`config.mk`:
```
export PLATFORM = sky130hd
export DESIGN_NAME = fig_sweep_driver
export DESIGN_NICKNAME = d
export VERILOG_FILES = /design/src/rtl/fig_sweep_driver_pkg.sv /design/src/rtl/fig_sweep_driver_settle_counter.sv /design/src/rtl/fig_sweep_driver.sv
export SDC_FILE = /design/constraint.sdc
export NUM_CORES = 1
export LEC_CHECK = 0
export ABC_AREA = 1
export ABC_CLOCK_PERIOD_IN_PS = 2300
export BUFFER_PORTS_ARGS = -buffer_cell sky130_fd_sc_hd__buf_2
export CAP_MARGIN = 15
export CORE_ASPECT_RATIO = 0.75
export CORE_MARGIN = 2
export CORE_UTILIZATION = 40
export CTS_BUF_LIST = sky130_fd_sc_hd__clkbuf_4
export DETAILED_ROUTE_END_ITERATION = 8
export GPL_ROUTABILITY_DRIVEN = 1
export SLEW_MARGIN = 10
export SYNTH_ARGS = -nofsm -noshare
export SYNTH_HDL_FRONTEND = slang
export SYNTH_HIERARCHICAL = 1
export SYNTH_SLANG_ARGS = --single-unit
```
`constraint.sdc`:
```
create_clock -name clock -period 2.3 [get_ports clock]
set_input_delay 0.575 -clock clock [delete_from_list [all_inputs] [get_ports clock]]
set_output_delay 0.575 -clock clock [all_outputs]
set_load 0.02 [all_outputs]
```
`src/rtl/fig_sweep_driver_pkg.sv`:
```
// Shared types and constants for the fig4_12 sweep driver.
package fig_sweep_pkg;

   typedef enum logic [1:0] {
      IDLE   = 2'd0,
      WAIT   = 2'd1,
      SAMPLE = 2'd2,
      DONE   = 2'd3
   } sweep_state_t;

   // Bit i is F for input code i; fig4_12: F = XZ + Y'Z + X'YZ'.
   localparam logic [7:0] FIG4_12_TT     = 8'hA6;
   localparam int         SETTLE_DEFAULT = 2;
   localparam int         SETTLE_W       = 4;

endpackage

```
`src/rtl/fig_sweep_driver_settle_counter.sv`:
```
// Loadable down-counter that times the settle window of each input code.
module settle_counter
   import fig_sweep_pkg::*;
#(
   parameter int W = SETTLE_W
) (
   input  logic         clock,
   input  logic         reset_L,
   input  logic         load,
   input  logic [W-1:0] load_val,
   input  logic         en,
   output logic         zero
);

   logic [W-1:0] cnt_q, cnt_d;

   always_comb begin
      cnt_d = cnt_q;
      if (load) begin
         cnt_d = load_val;
      end else if (en && (cnt_q != '0)) begin
         cnt_d = cnt_q - W'(1);
      end
   end

   always_ff @(posedge clock) begin
      if (!reset_L) begin
         cnt_q <= '0;
      end else begin
         cnt_q <= cnt_d;
      end
   end

   assign zero = (cnt_q == '0);

endmodule

```
`src/rtl/fig_sweep_driver.sv`:
```
// Clocked sweep engine: drives every input code into the fig4_12 network,
// waits a settle window, samples F and accumulates mismatches.
module fig_sweep_driver
   import fig_sweep_pkg::*;
#(
   parameter int                  N_IN   = 3,
   parameter int                  SETTLE = SETTLE_DEFAULT,
   parameter logic [2**N_IN-1:0]  EXPECT = FIG4_12_TT
) (
   input  logic                             clock,
   input  logic                             reset_L,
   input  logic                             start,
   input  logic                             F,
   output logic [N_IN-1:0]                  vec,
   output logic                             busy,
   output logic                             done,
   output logic                             pass,
   output logic [2**N_IN-1:0]               mismatch_mask,
   output logic [$clog2(2**N_IN+1)-1:0]     err_count
);

   localparam int                  N_CODES     = 2**N_IN;
   localparam int                  ERR_W       = $clog2(N_CODES + 1);
   localparam logic [SETTLE_W-1:0] SETTLE_LOAD = SETTLE_W'(SETTLE - 1);

   sweep_state_t          state_q, state_d;
   logic [N_IN-1:0]       idx_q, idx_d;
   logic [N_CODES-1:0]    mask_q, mask_d;
   logic [ERR_W-1:0]      err_q, err_d;
   logic                  cnt_load;
   logic                  cnt_zero;

   settle_counter #(
      .W (SETTLE_W)
   ) u_settle (
      .clock    (clock),
      .reset_L  (reset_L),
      .load     (cnt_load),
      .load_val (SETTLE_LOAD),
      .en       (state_q == WAIT),
      .zero     (cnt_zero)
   );

   always_comb begin
      state_d  = state_q;
      idx_d    = idx_q;
      mask_d   = mask_q;
      err_d    = err_q;
      cnt_load = 1'b0;
      case (state_q)
         IDLE, DONE: begin
            if (start) begin
               idx_d    = '0;
               mask_d   = '0;
               err_d    = '0;
               cnt_load = 1'b1;
               state_d  = WAIT;
            end
         end
         WAIT: begin
            if (cnt_zero) begin
               state_d = SAMPLE;
            end
         end
         SAMPLE: begin
            if (F != EXPECT[idx_q]) begin
               mask_d[idx_q] = 1'b1;
               err_d         = err_q + ERR_W'(1);
            end
            // Terminal test precedes the increment, so idx never wraps.
            if (&idx_q) begin
               state_d = DONE;
            end else begin
               idx_d    = idx_q + N_IN'(1);
               cnt_load = 1'b1;
               state_d  = WAIT;
            end
         end
         default: state_d = IDLE;
      endcase
   end

   always_ff @(posedge clock) begin
      if (!reset_L) begin
         state_q <= IDLE;
         idx_q   <= '0;
         mask_q  <= '0;
         err_q   <= '0;
      end else begin
         state_q <= state_d;
         idx_q   <= idx_d;
         mask_q  <= mask_d;
         err_q   <= err_d;
      end
   end

   // vec tracks idx exactly: both change only on start and SAMPLE->WAIT.
   assign vec           = idx_q;
   assign busy          = (state_q == WAIT) || (state_q == SAMPLE);
   assign done          = (state_q == DONE);
   assign pass          = done && (err_q == '0);
   assign mismatch_mask = mask_q;
   assign err_count     = err_q;

endmodule

```
# ---- Word-level counts from Yosys, hierarchy flattened
# Memories as Yosys holds them, arrays and structs flattened. A register that Yosys moved wholly into a read port is not among the register bits.
# Index checks and enable logic that the tools add are counted.
dict set report totals {
  register_bits 21
  romBits 8
  inputBits 4
  out_inout_bits 18
  mem_count 1
}
# name depth width read_ports rd_ports_with_merged_regs write_ports line_no
set memory_table {}
lappend memory_table {{(no name shown)} 8 1 1 1 0 fig_sweep_driver.sv:66} ;# if (F != EXPECT[idx_q]) begin
dict set report classes {
  addsub 3
  magnitude_cmp 2
  eq_ne 8
  n_mux 23
  bitwise_logic 2
  n_reduce_logical 16
}
# op n
set op_table {}
lappend op_table {{2-to-1 mux 8 bit} 2}
lappend op_table {{one-hot mux 8 bit (2 select lines)} 1}
lappend op_table {{2-to-1 mux 3 bit} 4}
lappend op_table {{AND reduction 3 bit} 3}
lappend op_table {{zero test 4 bit} 2}
lappend op_table {{2-to-1 mux 4 bit} 2}
lappend op_table {{inequality test 2 bit (second input constant)} 4}
lappend op_table {{bitwise OR 8 bit} 1}
lappend op_table {{one-hot mux 4 bit (2 select lines)} 1}
lappend op_table {{2-to-1 mux 1 bit} 6}
lappend op_table {{2-to-1 mux 2 bit} 3}
lappend op_table {{one-hot mux 2 bit (3 select lines)} 1}
lappend op_table {{one-hot mux 3 bit (2 select lines)} 1}
lappend op_table {{adder 4 x 1 -> 4 bit (second input constant)} 1}
lappend op_table {{== test 2 bit (second input constant)} 2}
lappend op_table {{less-than comparator 3 x 4 -> 1 bit (second input constant)} 1}
lappend op_table {{nonzero test 2 bit} 2}
lappend op_table {{nonzero test 4 bit} 1}
lappend op_table {{OR reduction 2 bit} 2}
lappend op_table {{subtractor 4 x 1 -> 4 bit (second input constant)} 1}
lappend op_table {{adder 3 x 1 -> 3 bit (second input constant)} 1}
lappend op_table {{demux 1 bit (select 3 bit)} 1}
lappend op_table {{greater-or-equal comparator 3 x 1 -> 1 bit (second input constant)} 1}
lappend op_table {{logical AND 1 bit} 3}
lappend op_table {{other kinds (7)} 7}

# ---- Depth between registers and ports, before layout
# Gate-level depths: netlist (run 1).
dict set report logic_depth {
  ltp_word 7
  mapped_depth 13
  depth_no_buf 12
}

# ---- Hierarchy
# The synthesis (run 1) kept the hierarchy.
# mod instances cells_per_inst area_each_um2
set by_module_without_submodules {}
lappend by_module_without_submodules {fig_sweep_driver 1 135 974.7}
lappend by_module_without_submodules {settle_counter 1 41 274.0}

# ---- Worst setup path before layout (run 1)
# No wires, ideal clock.
dict set report synth_path {
  kind {register -> output}
  from {register state_q[0]}
  to {output pass}
  t_arrival_ns 1.196
  setup_slack_ns 0.529
  stages_incl_launch_ff 4
  n_path_buf 0
  path_cell_list {dfxtp_1 ha_1 nand2_1 nor3_1}
}
dict set report synth_between {
  elab_chain_cells 2
}
# item line_no
set synth_lines {}
lappend synth_lines {{start: declaration} fig_sweep_driver.sv:26} ;# sweep_state_t state_q, state_d;
lappend synth_lines {{start signal: assignment} fig_sweep_driver.sv:90} ;# state_q <= state_d;
lappend synth_lines {{== test 2 bit} fig_sweep_driver.sv:100} ;# assign done = (state_q == DONE);
lappend synth_lines {{net done} fig_sweep_driver.sv:16} ;# output logic done,
lappend synth_lines {{logical AND 1 bit} fig_sweep_driver.sv:101} ;# assign pass = done && (err_q == '0);
lappend synth_lines {{end: declaration} fig_sweep_driver.sv:17} ;# output logic pass,
# The timed path passes the listed nets, and every way through them passes these cells.

# ---- Worst setup path in the final report (run 1)
dict set report layout_path {
  from {register state_q[0]}
  to {output busy}
}
dict set report layout_between {
  elab_chain_cells 2
  word_cells_on_any_way 3
}
# item line_no
set layout_lines {}
lappend layout_lines {{== test 2 x 1 -> 1 bit or == test 2 bit (tied branches)} fig_sweep_driver.sv:99} ;# assign busy = (state_q == WAIT) || (state_q == SAMPLE);
lappend layout_lines {{logical OR 1 bit (*)} fig_sweep_driver.sv:99}
lappend layout_lines {{end: declaration} fig_sweep_driver.sv:15} ;# output logic busy,
# Mark *: on every way between the ends. The rest lies on a longest branch, timed or not.

==> results of run 1 <==
-- per-stage QoR --
stage                     hold WS, ns  utilization
after floorplan                 0.466            -
after global placement          0.439        0.473
after detailed placement        0.438        0.473
after CTS                       0.457        0.490
after global routing            0.469        0.490
final                           0.455        0.490
-- layout make-up --
class,count,area [um2]
Inverter,36,138
Multi-Input combinational cell,119,667
Clock inverter,1,30.0
Clock buffer,3,22.5
Fill cell,296,1510
Timing Repair Buffer,21,105
Sequential cell,22,440
Tap cell,38,47.5
-- state kept, by name, indices dropped and copies added, names as in the netlist, named ones only --
name,count
vec,3
mismatch_mask,8
err_count,4
u_settle/cnt_q,4
state_q,2
-- cells by family after synthesis --
family / count (synthesis) / share of synthesized area
xor+xnor: 2 / 0.0140
other cells: 2 / 0.00601
compound gates: 26 / 0.117
simple gates: 78 / 0.301
fa+ha+maj: 9 / 0.0902
buf+inv: 37 / 0.119
flops: 22 / 0.353
-- worst paths after layout --
kind,startpoint,to,cells after the start
worst max-delay path,state_q[0]$_SDFFE_PN0P_,busy,4
worst min-delay path,mismatch_mask[6]$_SDFFE_PN0P_,mismatch_mask[6]$_SDFFE_PN0P_,2
worst max register to register,state_q[0]$_SDFFE_PN0P_,u_settle/cnt_q[3]$_SDFFE_PN0P_,8
worst min register to register,mismatch_mask[6]$_SDFFE_PN0P_,mismatch_mask[6]$_SDFFE_PN0P_,2
-- routing by layer --
metal	vias to the layer above	GRT usage
li1	583	-
met1	441	0.221
met2	19	0.220
met3	2	0.0452
met4	0	0.0500
met5	-	0
-- worst max-delay path: stages, from the launching register on --
cell and delay [ns]:
dfxtp_1 0.42, inv_1 0.06, ha_1 0.38, inv_2 0.11, buf_2 0.16
-- cell usage in the layout, fill, tap and decap left out --
master     synthesis  routed
inv_1             29      29
nand2_1           38      38
nand3_1            6       6
a21oi_1           15      15
buf_2              0      21
xnor2_1            1       1
ha_1               9       9
o21ai_0            6       6
a21oi_2            2       2
nor3_1             2       2
o22ai_1            1       1
dfxtp_1           22      22
or2_0              1       1
clkbuf_4           0       3
nand3_2            2       2
bufinv_16          0       1
xor2_1             1       1
nor2_2             4       4
nand2_4            4       4
inv_2              5       5
clkinv_2           2       2
conb_1             2       4
nand2_2            1       1
o21ai_2            2       2
nor2_4             2       2
nor2_1            18      18
-- where the power goes --
group	switching (uW)	leakage (uW)	internal, uW	total [uW]
clock network	125	0.0000279	176	301
logic	430	0.000514	231	660
registers	50.8	0.000179	441	492
total	605	0.000721	848	1450
==> results.toml, run 1 <==
[outcome]
status = "finished clean"

[floorplanning]
start_util = 0.422
die_y_um = 52.4
die-area_um2 = 3590
die-width_um = 68.5
io_pins = 22
rows = 17
core_area_um2 = 2960

[cells_and_area]
drive_above_1_share = 0.243
instances_no_fill = 240
syn2layout_area_growth_pct = 16.1
finalInstanceArea_um2 = 1450
fin_nets = 216
diodes = 0

[global_route]
antenna_found_initial = 0
grt_max_degree = 14
grt_remaining_overflow = 0
gr-usage-all-layers = 0.155
grt_pass1_vias = 901
grt_pass1_wl_um = 4070

[sta]
worst_slack_ns = 0.279
fmax_ghz = 0.495
fin_crit_sh = 0.879
period_needed_ns = 2.02
rsz0062_at_grt = "false"
finClkSkew_ns = 0.00876
hold_viol_final = 0
setup_viol = 0
maxSlewViolCount = 0
finalSetupTns_ns = 0

[clock_network]
cts_max_level = 1
cts_tree = "yes"
cts_buffer_depth = 2
cts-resized-gates = 0
holdBufCountCts = 0
insertion_delay_ns = 0.32
post_cts_buffers = 0
cts_buffers = 3
clk_pin_slew_ns = 0.12
clockRootBuffer = "clkbuf_4"
cts_sinks = 22

[power_and_ir_drop]
p_total_uw = 1450
p_per_area_nw_per_um2 = 1000
peakVddDrop_mv = 0.613
p_leak_uw = 0.000721

[synthesis]
yosysMostFrequentCell = "nand2_1"
synth_cell_types = 24
yosys-top-cells-area = "dfxtp_1 (35%), nand2_1 (11%), ha_1 (9.0%)"
synth_edf_count = 0
yosys_warnings = 6
synthFlopType = "dfxtp_1"
synth.top_cell.area_share = 0.353
yosys.area.top_type = "dfxtp_1"
ys_async_sr_fraction = 0
netlist_area_um2 = 1250
synthTopCellsByCount = "nand2_1 (38), inv_1 (29), dfxtp_1 (22)"
ys_seq_elements = 22
seq_area_frac_synth = 0.353
syn_inst = 176
avgSynthCellArea_um2 = 7.09

[routing]
wl_met3_um = 107
drc = 0
top_layer = "met4"
wl_um = 2400
via_per_inst = 4.35
dr.pass1.iters = 4
wl_met1_um = 1320
route.vias.total = 1045
drtIter0Drc = 42
antenna_left = 0
post_drt_wl_per_cell_um = 9.99
route.met2.wl_um = 940

[place]
postPlaceCellArea_um2 = 1400
dp_cells = 236
hpwl_um = 1900
routabilityCongestion = 0.808
place_ws_ns = 0.496
port_buffers = 21

[setup_path]
critPathKind = "reg2out"
crit_path_start_kind = "flip-flop"
rrSetupSlack_ns = 0.49
end_kind = "output pin"
required_ns = 1.73
worstPathMaxFanout = 5
worstPathArrival_ns = 1.45

[worst_hold_path]
hp-class = "reg2reg"

[flow_run]
drv_cap = 0
(Power assumes the default switching activity.)
==> inputs of run 2 (changes only) <==
CORE_UTILIZATION = 57   (was 40)
PLACE_DENSITY = 0.81   (was not set)
==> run 2 against run 1 <==
  * Setup slack got worse by 0.0054 ns
  * Hold slack improved by 0.00063 ns
  * Non-clock buffer count did not move
  * Cell count fell by 5.8%
  * Sequential cell count did not move
  * Critical path type unchanged
  * Critical endpoint unchanged
==> results.toml, run 2 (synthesized netlist as in run 1, its figures left out) <==
[outcome]
status = "finished clean"

[floorplanning]
io_pins = 22
die_y_um = 44.5
start_util = 0.615
die-width_um = 58.0
rows = 14
core_area_um2 = 2030
die-area_um2 = 2590

[setup_path]
worstPathMaxFanout = 5
required_ns = 1.73
critPathKind = "reg2out"
crit_path_start_kind = "flip-flop"
end_kind = "output pin"
worstPathArrival_ns = 1.45

[sta]
maxSlewViolCount = 0
hold_viol_final = 0
finClkSkew_ns = 0.00390
setup_viol = 0
fin_crit_sh = 0.881
period_needed_ns = 2.03
fmax_ghz = 0.494
finalSetupTns_ns = 0
rsz0062_at_grt = "false"

[global_route]
grt_pass1_vias = 958
grt_remaining_overflow = 0
gr-usage-all-layers = 0.208
antenna_found_initial = 0
grt_max_degree = 13
grt_pass1_wl_um = 4060

[worst_hold_path]
hp-class = "reg2reg"

[clock_network]
cts_max_level = 1
cts_tree = "yes"
cts_buffers = 3
cts_sinks = 22
holdBufCountCts = 0
cts-resized-gates = 0
post_cts_buffers = 0
clk_pin_slew_ns = 0.12
cts_buffer_depth = 2
clockRootBuffer = "clkbuf_4"
insertion_delay_ns = 0.31

[routing]
via_per_inst = 4.79
route.vias.total = 1082
antenna_left = 0
drc = 0
drtIter0Drc = 29
dr.pass1.iters = 5
wl_um = 2290
post_drt_wl_per_cell_um = 10.1

[place]
hpwl_um = 1780
routabilityCongestion = 0.828
postPlaceCellArea_um2 = 1380
port_buffers = 21

[power_and_ir_drop]
p_total_uw = 1330
peakVddDrop_mv = 0.861
p_per_area_nw_per_um2 = 947
p_leak_uw = 0.000709

[cells_and_area]
fillers = 188
fin_nets = 216
final_util = 0.692
syn2layout_area_growth_pct = 12.6
largest_reg_flops = 8
drive_above_1_share = 0.238
mostFrequentLayoutCell = "nand2_1"
finalInstanceArea_um2 = 1410
final_cell_mix = "nand2_1 (38), inv_1 (29), dfxtp_1 (22), buf_2 (21), nor2_1 (18)"
diodes = 0

[flow_run]
drv_cap = 0
run 2: cell count changes in the layout (fill, tap and decap cells not counted), sizes merged:
cell / before / now
bufinv: 1 / 0
clkinv: 2 / 3
run 2: final timing paths:
kind                                                    start                              to  slack (ns)  depth (start not counted)
worst min register to register  mismatch_mask[7]$_SDFFE_PN0P_   mismatch_mask[7]$_SDFFE_PN0P_        0.46                          2
worst min-delay path            mismatch_mask[7]$_SDFFE_PN0P_   mismatch_mask[7]$_SDFFE_PN0P_        0.46                          2
worst max register to register        state_q[0]$_SDFFE_PN0P_  u_settle/cnt_q[3]$_SDFFE_PN0P_        0.48                          8
worst max-delay path                  state_q[0]$_SDFFE_PN0P_                            busy        0.27                          4
run 2: metal layers:
layer / wire [um] / share of wire / track usage
met4: 29 / 0.013 / 0.0698
met1: 1190 / 0.52 / 0.278
met2: 955 / 0.42 / 0.325
met5: 0 / 0 / 0
met3: 114 / 0.050 / 0.0585
run 2: layout make-up:
type,count,area (um2),area share
clock buffer,3,22.5,0.0160
multi-input combinational,119,667,0.474
inverter,36,138,0.0979
timing repair buffer,21,105,0.0747
tap,24,30.0,0.0214
sequential,22,440,0.313
clock inverter,1,3.75,0.00267
run 2: through the flow:
step / setup slack [ns] / hold WS (ns) / cells
2_1_floorplan: 0.529 / 0.466 / 178
3_3_place_gp: 0.567 / 0.437 / 222
3_5_place_dp: 0.510 / 0.438 / 222
4_1_cts: 0.260 / 0.456 / 226
5_1_grt: 0.207 / 0.492 / 226
6_report: 0.274 / 0.455 / 226
run 2: power breakdown:
part | internal [uW] | switching, uW | leakage (uW)
Combinational | 232 | 429 | 0.000514
Sequential | 441 | 50.6 | 0.000179
Clock | 63.5 | 115 | 0.0000154
Total | 737 | 595 | 0.000709
run 2: critical path: stages, from the launching register on:
cell and delay (ns):
dfxtp_1 0.42, inv_1 0.07, ha_1 0.38, inv_2 0.11, buf_2 0.16
==> inputs of run 3 (changes only) <==
PLACE_DENSITY = 0.91   (was 0.81)
TNS_END_PERCENT = 5   (was not set)
==> run 3 against run 2 <==
  * Core utilization unchanged
  * Power down 0.31%
  * Register-to-register slack worse by 0.03 ns
  * Highest routed layer unchanged
  * Clock-buffer cell count stayed put
  * First-iteration DRC count rose by 45%
  * Sequential share of layout area stayed put
  * Largest cell class unchanged
  * Critical path depth unchanged
  * Critical endpoint unchanged
==> results.toml, run 3 (synthesized netlist as in run 1, its figures left out) <==
[outcome]
status = "finished clean"

[cells_and_area]
mostFrequentLayoutCell = "nand2_1"
instances_no_fill = 226
syn2layout_area_growth_pct = 12.6
largest_reg_flops = 8
fin_nets = 216
finalInstanceArea_um2 = 1410
final_cell_mix = "nand2_1 (38), inv_1 (29), dfxtp_1 (22), buf_2 (21), nor2_1 (18)"
drive_above_1_share = 0.238
fillers = 168
diodes = 0

[clock_network]
holdBufCountCts = 0
cts_buffers = 3
cts-resized-gates = 0
cts_max_level = 1
cts_buffer_depth = 2
cts_sinks = 22
clockRootBuffer = "clkbuf_4"
post_cts_buffers = 0
clk_pin_slew_ns = 0.12
cts_tree = "yes"
insertion_delay_ns = 0.30

[setup_path]
crit_path_start_kind = "flip-flop"
reg2reg_to = "u_settle/cnt_q[3]$_SDFFE_PN0P_"
r2r_cells = 8
end_kind = "output pin"
worstPathArrival_ns = 1.47
required_ns = 1.73
worstPathMaxFanout = 5
critPathKind = "reg2out"
rrSetupSlack_ns = 0.45
r2r_start = "state_q[0]$_SDFFE_PN0P_"

[routing]
dr.pass1.iters = 4
drtIter0Drc = 42
drc = 0
via_per_inst = 4.91
route.vias.total = 1109
antenna_left = 0
wl_um = 2280
post_drt_wl_per_cell_um = 10.1

[global_route]
grt_remaining_overflow = 0
grt_pass1_vias = 970
grt_max_degree = 13
grt_pass1_wl_um = 3850
antenna_found_initial = 0
gr-usage-all-layers = 0.196

[sta]
worst_slack_ns = 0.254
rsz0062_at_grt = "false"
setup_viol = 0
fmax_ghz = 0.489
fin_crit_sh = 0.890
maxSlewViolCount = 0
finClkSkew_ns = 0.00238
finalSetupTns_ns = 0
period_needed_ns = 2.05
hold_viol_final = 0

[floorplanning]
io_pins = 22
rows = 14
die_y_um = 44.5
die-area_um2 = 2590
die-width_um = 58.0
start_util = 0.615
core_area_um2 = 2030

[place]
postPlaceCellArea_um2 = 1380
place_ws_ns = 0.475
hpwl_um = 1820
dp_cells = 222
port_buffers = 21
routabilityCongestion = 0.848

[worst_hold_path]
hp-class = "reg2reg"
min_to = "mismatch_mask[3]$_SDFFE_PN0P_"
min-delay-start = "mismatch_mask[3]$_SDFFE_PN0P_"
hold_depth = 2

[power_and_ir_drop]
p_per_area_nw_per_um2 = 944
peakVddDrop_mv = 0.746
p_leak_uw = 0.000709

[flow_run]
drv_cap = 0
run 3: layer usage:
layer / GRT usage / wire (um) / up-vias
met5: 0 / 0 / -
li1: - / - / 583
met2: 0.343 / 1040 / 23
met3: 0.0468 / 108 / 2
met4: 0.0605 / 19 / 0
met1: 0.241 / 1120 / 501
run 3: worst max-delay path: stages (launching register included):
cell     delay, ns
dfxtp_1       0.44
inv_1         0.07
ha_1          0.38
inv_2         0.11
buf_2         0.16
run 3: worst max path at each step:
stage | startpoint | end | slack (ns) | cells past startpoint
after CTS | state_q[0]$_SDFFE_PN0P_ | busy | 0.25 | 4
after global placement | state_q[0]$_SDFFE_PN0P_ | u_settle/cnt_q[3]$_SDFFE_PN0P_ | 0.57 | 8
after floorplan | state_q[0]$_SDFFE_PN0P_ | pass | 0.53 | 3
after detailed placement | state_q[0]$_SDFFE_PN0P_ | u_settle/cnt_q[3]$_SDFFE_PN0P_ | 0.48 | 8
after global routing | state_q[0]$_SDFFE_PN0P_ | busy | 0.19 | 4
final | state_q[0]$_SDFFE_PN0P_ | busy | 0.25 | 4
run 3: cell type report:
cell class                 instances  area [um2]  area share
multi-input combinational        119         667       0.474
clock inverter                     1        3.75     0.00267
inverter                          36         138      0.0979
sequential                        22         440       0.313
tap                               24        30.0      0.0214
timing repair buffer              21         105      0.0747
clock buffer                       3        22.5      0.0160
run 3: where the power goes:
group | switching (uW) | internal (uW)
logic | 428 | 231
registers | 52.0 | 441
clock network | 112 | 63.3
run 3: through the flow:
stage               hold slack (ns)  power (uW)   util
finish                        0.456        1330  0.692
global route                  0.474        1450  0.692
CTS                           0.459        1330  0.692
detailed placement            0.440        1150  0.679
global placement              0.436        1130  0.679
floorplan                     0.466        1030      -
